### config.mk
export PLATFORM = sky130hd
export DESIGN_NAME = spi_slave
export DESIGN_NICKNAME = d
export VERILOG_FILES = /design/src/rtl/spi_pkg.sv /design/src/rtl/spi_sync.sv /design/src/rtl/spi_slave.sv
export SDC_FILE = /design/constraint.sdc
export NUM_CORES = 1
export LEC_CHECK = 0
export ABC_AREA = 1
export CAP_MARGIN = 10
export CORE_MARGIN = 2
export CORE_UTILIZATION = 55
export DETAILED_ROUTE_END_ITERATION = 8
export PLACE_DENSITY = 0.79
export SLEW_MARGIN = 10
export SYNTH_ARGS = -nofsm -noshare
export SYNTH_HDL_FRONTEND = slang
export SYNTH_SLANG_ARGS = --single-unit
### constraint.sdc
create_clock -name clk -period 1.95 [get_ports clk]
set_clock_uncertainty 0.2 [all_clocks]
set_input_delay 0.39 -clock clk [delete_from_list [all_inputs] [get_ports clk]]
set_output_delay 0.39 -clock clk [all_outputs]
set_load 0.005 [all_outputs]
### src/rtl/spi_pkg.sv
// Shared types for the SPI slave: FSM state encoding and per-frame mode bundle.
// Latency: n/a (types only).
// Backpressure: n/a.
package spi_pkg;

    typedef enum logic [1:0] {
        IDLE  = 2'd0,
        LOAD  = 2'd1,
        SHIFT = 2'd2,
        DONE  = 2'd3
    } spi_slv_state_t;

    typedef struct packed {
        logic cpol;
        logic cpha;
        logic msb_lsb;
    } spi_mode_t;

endpackage

### src/rtl/spi_sync.sv
// Single-bit multi-flop synchroniser for asynchronous SPI pins into clk.
// Latency: STAGES clk from input change to q.
// Backpressure: none; free-running, reset to RST_VAL.
module spi_sync #(
    parameter int   STAGES  = 2,
    parameter logic RST_VAL = 1'b0
) (
    input  logic clk,
    input  logic resetn,
    input  logic d,
    output logic q
);

    logic [STAGES-1:0] ff;

    // Shift the raw pin through the flop chain; the last flop is the clean copy.
    always_ff @(posedge clk or negedge resetn) begin
        if (!resetn) begin
            ff <= {STAGES{RST_VAL}};
        end else begin
            ff <= {ff[STAGES-2:0], d};
        end
    end

    assign q = ff[STAGES-1];

endmodule

### src/rtl/spi_slave.sv
// SPI slave endpoint oversampled on clk; shifts DW-bit frames per cpol/cpha/msb_lsb.
// Latency: cs fall -> tx_load SYNC_STAGES+2 clk; frame completion -> rx_valid via DONE state.
// Backpressure: rx_valid held until rx_ack; an unacked frame is overwritten by the next one
// (optional sticky ovr flag when built with SPI_SLAVE_OVR_EN).
module spi_slave
    import spi_pkg::*;
#(
    parameter int DW          = 8,
    parameter int SYNC_STAGES = 2
) (
    input  logic          clk,
    input  logic          resetn,
    input  logic          tr_en,
    input  logic          cpol,
    input  logic          cpha,
    input  logic          msb_lsb,
    input  logic [DW-1:0] tx_data,
    output logic          tx_load,
    output logic [DW-1:0] rx_data,
    output logic          rx_valid,
    input  logic          rx_ack,
    output logic          busy,
    input  logic          sck,
    input  logic          cs,
    input  logic          mosi,
    output logic          miso
`ifdef SPI_SLAVE_OVR_EN
    ,
    output logic          ovr,
    input  logic          ovr_clr
`endif
);

    localparam int           CW   = (DW > 2) ? $clog2(DW) : 1;
    localparam logic [CW-1:0] LAST = CW'(DW - 1);

    logic sck_s, cs_s, mosi_s;
    logic sck_p, cs_p;
    logic sck_rise, sck_fall, cs_fall, cs_rise;
    logic lead, trail, smp_edge, shf_edge;

    spi_slv_state_t state;
    spi_mode_t      mode;
    logic [CW-1:0]  bit_c;
    logic [DW-1:0]  tx_sr;
    logic [DW-1:0]  rx_sr;

    // Bit that goes on the wire first for the given order.
    function automatic logic first_bit(input logic [DW-1:0] v, input logic msb);
        return msb ? v[DW-1] : v[0];
    endfunction

    // Drop the bit just sent and move the next one into the output position.
    function automatic logic [DW-1:0] shift_out(input logic [DW-1:0] v, input logic msb);
        return msb ? {v[DW-2:0], 1'b0} : {1'b0, v[DW-1:1]};
    endfunction

    spi_sync #(.STAGES(SYNC_STAGES), .RST_VAL(1'b0)) u_sync_sck (
        .clk(clk), .resetn(resetn), .d(sck), .q(sck_s)
    );
    spi_sync #(.STAGES(SYNC_STAGES), .RST_VAL(1'b1)) u_sync_cs (
        .clk(clk), .resetn(resetn), .d(cs), .q(cs_s)
    );
    spi_sync #(.STAGES(SYNC_STAGES), .RST_VAL(1'b1)) u_sync_mosi (
        .clk(clk), .resetn(resetn), .d(mosi), .q(mosi_s)
    );

    // Remember last synchronised sck/cs so edges can be detected.
    always_ff @(posedge clk or negedge resetn) begin
        if (!resetn) begin
            sck_p <= 1'b0;
            cs_p  <= 1'b1;
        end else if (!tr_en) begin
            sck_p <= 1'b0;
            cs_p  <= 1'b1;
        end else begin
            sck_p <= sck_s;
            cs_p  <= cs_s;
        end
    end

    // Edge classification relative to the mode latched for this frame.
    always_comb begin
        sck_rise = sck_s & ~sck_p;
        sck_fall = ~sck_s & sck_p;
        cs_fall  = cs_p & ~cs_s;
        cs_rise  = ~cs_p & cs_s;
        lead     = mode.cpol ? sck_fall : sck_rise;
        trail    = mode.cpol ? sck_rise : sck_fall;
        smp_edge = mode.cpha ? trail : lead;
        shf_edge = mode.cpha ? lead : trail;
    end

    // Frame FSM with all outputs registered.
    always_ff @(posedge clk or negedge resetn) begin
        if (!resetn) begin
            state    <= IDLE;
            mode     <= '0;
            bit_c    <= '0;
            tx_sr    <= '0;
            rx_sr    <= '0;
            rx_data  <= '0;
            rx_valid <= 1'b0;
            tx_load  <= 1'b0;
            busy     <= 1'b0;
            miso     <= 1'b1;
        end else if (!tr_en) begin
            state    <= IDLE;
            mode     <= '0;
            bit_c    <= '0;
            tx_sr    <= '0;
            rx_sr    <= '0;
            rx_data  <= '0;
            rx_valid <= 1'b0;
            tx_load  <= 1'b0;
            busy     <= 1'b0;
            miso     <= 1'b1;
        end else begin
            tx_load <= 1'b0;
            // Ack only clears a pending frame; a completion in DONE below takes priority.
            if (rx_ack && rx_valid) begin
                rx_valid <= 1'b0;
            end
            if (cs_rise && state != DONE) begin
                state <= IDLE;
                busy  <= 1'b0;
                miso  <= 1'b1;
                bit_c <= '0;
            end else begin
                case (state)
                    IDLE: begin
                        if (cs_fall) begin
                            mode  <= '{cpol: cpol, cpha: cpha, msb_lsb: msb_lsb};
                            busy  <= 1'b1;
                            state <= LOAD;
                        end
                    end
                    LOAD: begin
                        tx_load <= 1'b1;
                        bit_c   <= '0;
                        if (!mode.cpha) begin
                            miso  <= first_bit(tx_data, mode.msb_lsb);
                            tx_sr <= shift_out(tx_data, mode.msb_lsb);
                        end else begin
                            tx_sr <= tx_data;
                        end
                        state <= SHIFT;
                    end
                    SHIFT: begin
                        if (smp_edge) begin
                            rx_sr <= mode.msb_lsb ? {rx_sr[DW-2:0], mosi_s}
                                                  : {mosi_s, rx_sr[DW-1:1]};
                            bit_c <= (bit_c == LAST) ? '0 : bit_c + CW'(1);
                            if (bit_c == LAST) begin
                                state <= DONE;
                            end
                        end
                        // With cpha=0 the first bit is already on miso, so the trailing
                        // edge at bit_c==0 (tail of the previous frame) must not advance it.
                        if (shf_edge && (mode.cpha || bit_c != '0)) begin
                            miso  <= first_bit(tx_sr, mode.msb_lsb);
                            tx_sr <= shift_out(tx_sr, mode.msb_lsb);
                        end
                    end
                    DONE: begin
                        rx_data  <= rx_sr;
                        rx_valid <= 1'b1;
                        bit_c    <= '0;
                        if (!cs_s) begin
                            tx_load <= 1'b1;
                            if (!mode.cpha) begin
                                miso  <= first_bit(tx_data, mode.msb_lsb);
                                tx_sr <= shift_out(tx_data, mode.msb_lsb);
                            end else begin
                                tx_sr <= tx_data;
                            end
                            state <= SHIFT;
                        end else begin
                            busy  <= 1'b0;
                            miso  <= 1'b1;
                            state <= IDLE;
                        end
                    end
                    default: state <= IDLE;
                endcase
            end
        end
    end

`ifdef SPI_SLAVE_OVR_EN
    // Sticky overrun: a frame landed on top of an unacknowledged one; set beats clear.
    always_ff @(posedge clk or negedge resetn) begin
        if (!resetn) begin
            ovr <= 1'b0;
        end else if (!tr_en) begin
            ovr <= 1'b0;
        end else if (state == DONE && rx_valid && !rx_ack) begin
            ovr <= 1'b1;
        end else if (ovr_clr) begin
            ovr <= 1'b0;
        end
    end
`endif

endmodule
# Yosys cells after proc, flatten, opt, wreduce, memory -nomap -nowiden
# Index checks and enable logic that the tools add are counted.
# word_totals
register_bits	44
latch_bits	0
mem_bits_rw	0
mem_bits_ro	0
input_bits	18
out_inout_bits	12
elab_cells	122
mem_count	0
# op_classes
addsub	1
n_mul	0
div	0
n_lt_le_gt_ge	0
n_eq_ne	22
shifts	0
muxes	59
n_bitwise	8
reduce_logical	15
# op_table
cell	n
8-bit two-way mux	15
1-bit two-way mux	24
3-bit two-way mux	8
8-bit one-hot mux with 3 select lines	1
4-bit inequality test (second input constant)	4
2-bit two-way mux	6
3-bit AND reduction	4
2-bit by 1-bit inequality test with 1-bit output (second input constant)	5
4-bit by 1-bit inequality test with 1-bit output (second input constant)	2
2-bit one-hot mux with 4 select lines	1
3-bit inequality test (second input constant)	2
3-bit one-hot mux with 2 select lines	1
2-bit AND reduction	3
5-bit by 1-bit inequality test with 1-bit output (second input constant)	1
1-bit AND	4
2-bit == test (second input constant)	2
2-bit inequality test (second input constant)	2
4-bit by 2-bit inequality test with 1-bit output (second input constant)	1
4-bit by 3-bit inequality test with 1-bit output (second input constant)	1
1-bit inverter	4
1-bit one-hot mux with 2 select lines	2
4-bit AND reduction	1
3-bit by 1-bit adder with 3-bit output (second input constant)	1
3-bit == test (second input constant)	1
7 further kinds	9

# Longest topological paths before layout
# depth
word_depth	9
ltp_mapped	10
mapped_depth_nobuf	9

# Cells and area by module
# From an unflattened synthesis, not the netlist that was laid out.
# unflattened
hier_cells	321
hier_area_um2	2518.7
# modules_own_cells
module	n_inst	cells_each	area_each_um2
spi_slave	1	315	2363.5
spi_sync at u_sync_cs ...	2	2	52.6
spi_sync at u_sync_sck	1	2	50.0

# Least setup slack after synthesis
# Ideal clock, no wire load.
# synth_path
kind	reg2reg
start	register state[1]
end	register tx_sr[7]
setup_ps	118
t_arrival_ps	1362
required_ps	1632
slack_ps	270
path_stages_with_launch	9
period_less_slack_ps	1680
path_cell_list	dfrtp_1 ha_1 buf_6 inv_2 a21oi_1 a21oi_4 nand2_4 nand3_1 nand2_1
# synth_between
elab_chain_len	4
elab_cells_between_ends	13
classes_between	eq/ne: 8; mux: 3; reduce/logical: 2
# synth_lines
item	line_no	text
from (decl)	spi_slave.sv:42	spi_slv_state_t state;
from (signal assigned)	spi_slave.sv:97	state <= IDLE;
from (signal assigned)	spi_slave.sv:108	state <= IDLE;
from (signal assigned)	spi_slave.sv:125	state <= IDLE;
2-bit == test, or another cell as far along	spi_slave.sv:130	case (state)
8-bit one-hot mux with 3 select lines / 1-bit logical AND (equally long branches)	spi_slave.sv:130, spi_slave.sv:124	
8-bit two-way mux / 2-bit inequality test (equally long branches)	--	
8-bit two-way mux / 4-bit AND reduction (equally long branches)	--	
to (signal assigned)	spi_slave.sv:143	tx_sr <= shift_out(tx_data, mode.msb_lsb);
to (signal assigned)	spi_slave.sv:145	tx_sr <= tx_data;
to (signal assigned)	spi_slave.sv:162	tx_sr <= shift_out(tx_sr, mode.msb_lsb);
to (decl)	spi_slave.sv:45	logic [DW-1:0] tx_sr;
# Parallel ways exist; a longest one is shown, timed or not. The select of a mux whose other input is x is not followed.
# A chain may end at the register's enable or synchronous reset.

# Worst setup path in the final report
# layout_path
start	register state[1]
end	register tx_sr[3]
# The elaborated chain is that of the path after synthesis.

==> Flow_metrics.wiki <==
{| class="wikitable"
! Metric !! Value
|-
| Run status || finished, final reports clean
|-
| Skew-Pair Late Insertion Delay || 300 ps
|-
| Worst Setup Path Type || reg2reg
|-
| LEAKAGE || 1.478 nW
|-
| Total congestion overflow || 0
|-
| DIE AREA || 5221 sq um
|-
| Library cell contributing the largest single delay on the critical path || dfrtp_2
|-
| Critical path capture point type || flip-flop
|-
| CTS Root Buffer Type || clkbuf_8
|-
| Fmax || 0.5372 GHz
|-
| GRT Total Usage || 24.10%
|-
| Core Util, Final || 68.99%
|-
| Critical path startpoint category || flip-flop
|-
| Pin count of the biggest net entering global routing || 28
|-
| Antenna diodes || 0
|-
| Shortest period the worst path allows || 1862 ps
|-
| Deepest level of the CTS H-tree || 2
|-
| Synth-to-layout area growth || 18.85%
|-
| Number of warnings reported in the yosys synthesis log || 0
|-
| Die Y-Extent || 72.26 um
|-
| Number of global-route vias before repair || 2184
|-
| Post-synthesis cell type count || 27
|-
| Total area of sequential cells || 1111 sq um
|-
| Hold Worst Slack || 158.3 ps
|-
| Routed wire length || 5751 um
|-
| Most frequent cells in the layout || nand2_1 (95), dfrtp_1 (36), o21ai_0 (32), nand3_1 (32), nor2_1 (30)
|-
| Number of sinks on the clock net || 44
|-
| Most common library cell in the layout ignoring fill and taps || nand2_1
|-
| Fraction of power consumed by combinational cells || 44.7%
|-
| Sequential group share of total power || 38.2%
|-
| Reg2reg path depth || 9
|-
| Vias per inst || 5.608
|-
| Number of buffers between clock root and the deepest sink || 2
|-
| Number of fillers in the final layout || 381
|-
| Final Max Tran Viols || 0
|-
| Synthesized cell area || 2562 sq um
|-
| Largest stage delay, worst path || 450 ps
|-
| Filler-free cell count of the finished design || 426
|-
| Setup TNS || 0 ps
|-
| Area of all placed cells without fillers || 3045 sq um
|-
| Internal portion of total power || 1.917 mW
|-
| Syn Area/Cell || 7.626 sq um
|-
| CTS clock-pin slew for the worst setup and hold paths || 90 ps
|-
| Layout cells sized above 1 || 13.37%
|-
| Clock tree from TritonCTS || done
|-
| Worst-Margin Slew || 435.2 ps
|-
| Die X || 72.26 um
|-
| Worst slew slack as a fraction of its limit || 70.99%
|-
| Final setup vio count || 0
|-
| Pre-Repair DR Iteration Count || 5
|-
| Routability-driven placement congestion ratio || 0.8785
|-
| Arr. time, crit path || 1900 ps
|-
| Part of the Yosys area used for sequential elements || 43.26%
|-
| Switching share of power || 41.84%
|-
| Critical path's most frequent cell || nand2_1
|-
| Required time of the worst setup path || 1990 ps
|-
| Worst Hold Path Cells || 0
|-
| Overall Power || 3.296 mW
|-
| Quantity of I/O buffers inserted on ports || 29
|-
| First-pass GRT wire length || 9867 um
|-
| Final hold viol count || 0
|-
| Num ports || 30
|-
| Std cell rows || 24
|-
| Top fanout value on the critical path || 8
|-
| Flip-flop and latch count after synthesis || 44
|-
| Drt initial violations || 267
|-
| Antenna-violating nets left || 0
|-
| Gate count after technology mapping || 336
|-
| Setup WS pre-CTS || -8.095 ps
|-
| Slack of the critical path || 88.37 ps
|-
| Final HPWL DP || 4095 um
|-
| Post-place instance area || 2905 sq um
|-
| VDD IR max || 897.9 uV
|-
| Post-synth net total || 362
|-
| TritonCTS buffer count || 5
|-
| DRC || 0
|-
| Clock Power Share || 17.1%
|-
| Cell area power density || 1082 nW/um^2
|-
| Net switching power || 1.379 mW
|-
| Maxcap violations || 0
|-
| Initial core utilization || 58.05%
|-
| Number of nets at the end of the flow || 399
|-
| R2R Setup Slk || 90 ps
|-
| Number of antenna violations at the first check in global routing || 0
|-
| Multi-input gate area in the final layout || 1251 sq um
|-
| Avg WL per Cell || 13.50 um
|-
| Placed cell count || 412
|-
| Min-Delay Path Class || reg2reg
|-
| Core outline area || 4414 sq um
|-
| Unrepaired setup endpoints after global routing || false
|-
| Number of vias in the routed layout || 2389
|-
| List of cells traversed by the critical path || inv_2 -> ha_1 -> nor2_1 -> nand2_1 -> inv_1 -> a21oi_4 -> buf_4 -> nand4_1 -> nand2_1
|-
| Final worst path period share || 95.47%
|}
-- cell families (layout without fill, tap and decap cells) --
| logic type | count (synthesis) | count (layout) | share of synthesized area, % |
|---|---|---|---|
| AND/OR/NAND/NOR | 190 | 190 | 34.23 |
| AO/OA/AOI/OAI | 49 | 49 | 10.60 |
| buffers and inverters | 45 | 83 | 8.008 |
| flip-flops | 44 | 44 | 43.26 |
| adder cells (fa/ha/maj) | 8 | 8 | 3.906 |
-- registers in the layout (all words and copies together) (netlist names) --
name	count
rx_data	8
u_sync_cs.ff	2
busy	1
u_sync_mosi.ff	2
miso	1
tx_sr	8
u_sync_sck.ff	2
mode	3
tx_load	1
state	2
rx_valid	1
rx_sr	8
cs_p	1
bit_c	3
sck_p	1
-- layout make-up --
cell class | instances | share of cell area, %
multi-input combinational | 247 | 41.08
sequential | 44 | 36.48
timing repair buffer | 43 | 13.39
inverter | 32 | 4.108
clock buffer | 6 | 2.383
tap | 52 | 2.136
clock inverter | 2 | 0.4108
-- final timing paths --
kind                                      startpoint                   endpoint
max in group asynchronous                     resetn  u_sync_cs.ff[1]$_DFF_PN1_
max reg2reg                     state[1]$_DFFE_PN0P_       tx_sr[3]$_DFFE_PN0P_
min                        u_sync_cs.ff[0]$_DFF_PN1_  u_sync_cs.ff[1]$_DFF_PN1_
min in group asynchronous                     resetn        mode[0]$_DFFE_PN0P_
min reg2reg                u_sync_cs.ff[0]$_DFF_PN1_  u_sync_cs.ff[1]$_DFF_PN1_
max                             state[1]$_DFFE_PN0P_       tx_sr[3]$_DFFE_PN0P_
-- synth_stat cells --
master     n  area (sq um)
a21oi_1   13         65.06
a21oi_4    2         32.53
buf_2      4         20.02
buf_4      3         22.52
buf_6      2         22.52
clkbuf_1   4         15.01
dfrtp_1   38         950.9
dfstp_2    6         157.7
ha_1       8         100.1
inv_1     25         93.84
inv_2      5         18.77
inv_4      2         12.51
nand2_1   95         356.6
nand2_2    3         18.77
nand2_4    3         33.78
nand3_1   32         160.2
nand3_4    1         17.52
nand3b_1   1         7.510
nand3b_2   1         11.26
nand4_1   17         106.4
nand4_4    1         21.27
nor2_1    30         112.6
nor3_1     5         25.02
o21ai_0   32         160.2
o21ai_1    1         5.000
o21ai_2    1         8.760
or2_0      1         6.260
-- routing by layer --
| layer | routed length [um] | part of all wire (%) | global-route usage (%) |
|---|---|---|---|
| met1 | 2601 | 45 | 33.76 |
| met2 | 2736 | 48 | 37.82 |
| met3 | 322 | 5.6 | 4.861 |
| met4 | 91 | 1.6 | 7.757 |
| met5 | 0 | 0 | 0 |
-- power by group through the flow --
stage	clock network [mW]	logic, mW	registers (mW)
6_report	0.562	1.47	1.26
3_3_place_gp	0	1.33	1.27
5_1_grt	0.610	1.66	1.28
4_1_cts	0.572	1.39	1.26
3_5_place_dp	0	1.36	1.27
2_1_floorplan	0	1.04	1.22
-- worst max-delay path: cells and delay by family (launching register included) --
family | cells | cell delay, ps
flip-flops | 1 | 450
buffers and inverters | 3 | 380
AND/OR/NAND/NOR | 4 | 310
AO/OA/AOI/OAI | 1 | 300
adder cells (fa/ha/maj) | 1 | 160
-- what timing repair did --
action                                 in CTS  in global routing
resized for setup                           0                  5
setup endpoints to repair                   0                 15
endpoints found under the hold margin      14                  0
setup buffers                               0                  5
hold buffers                                1                  0
(Power assumes the default switching activity.)
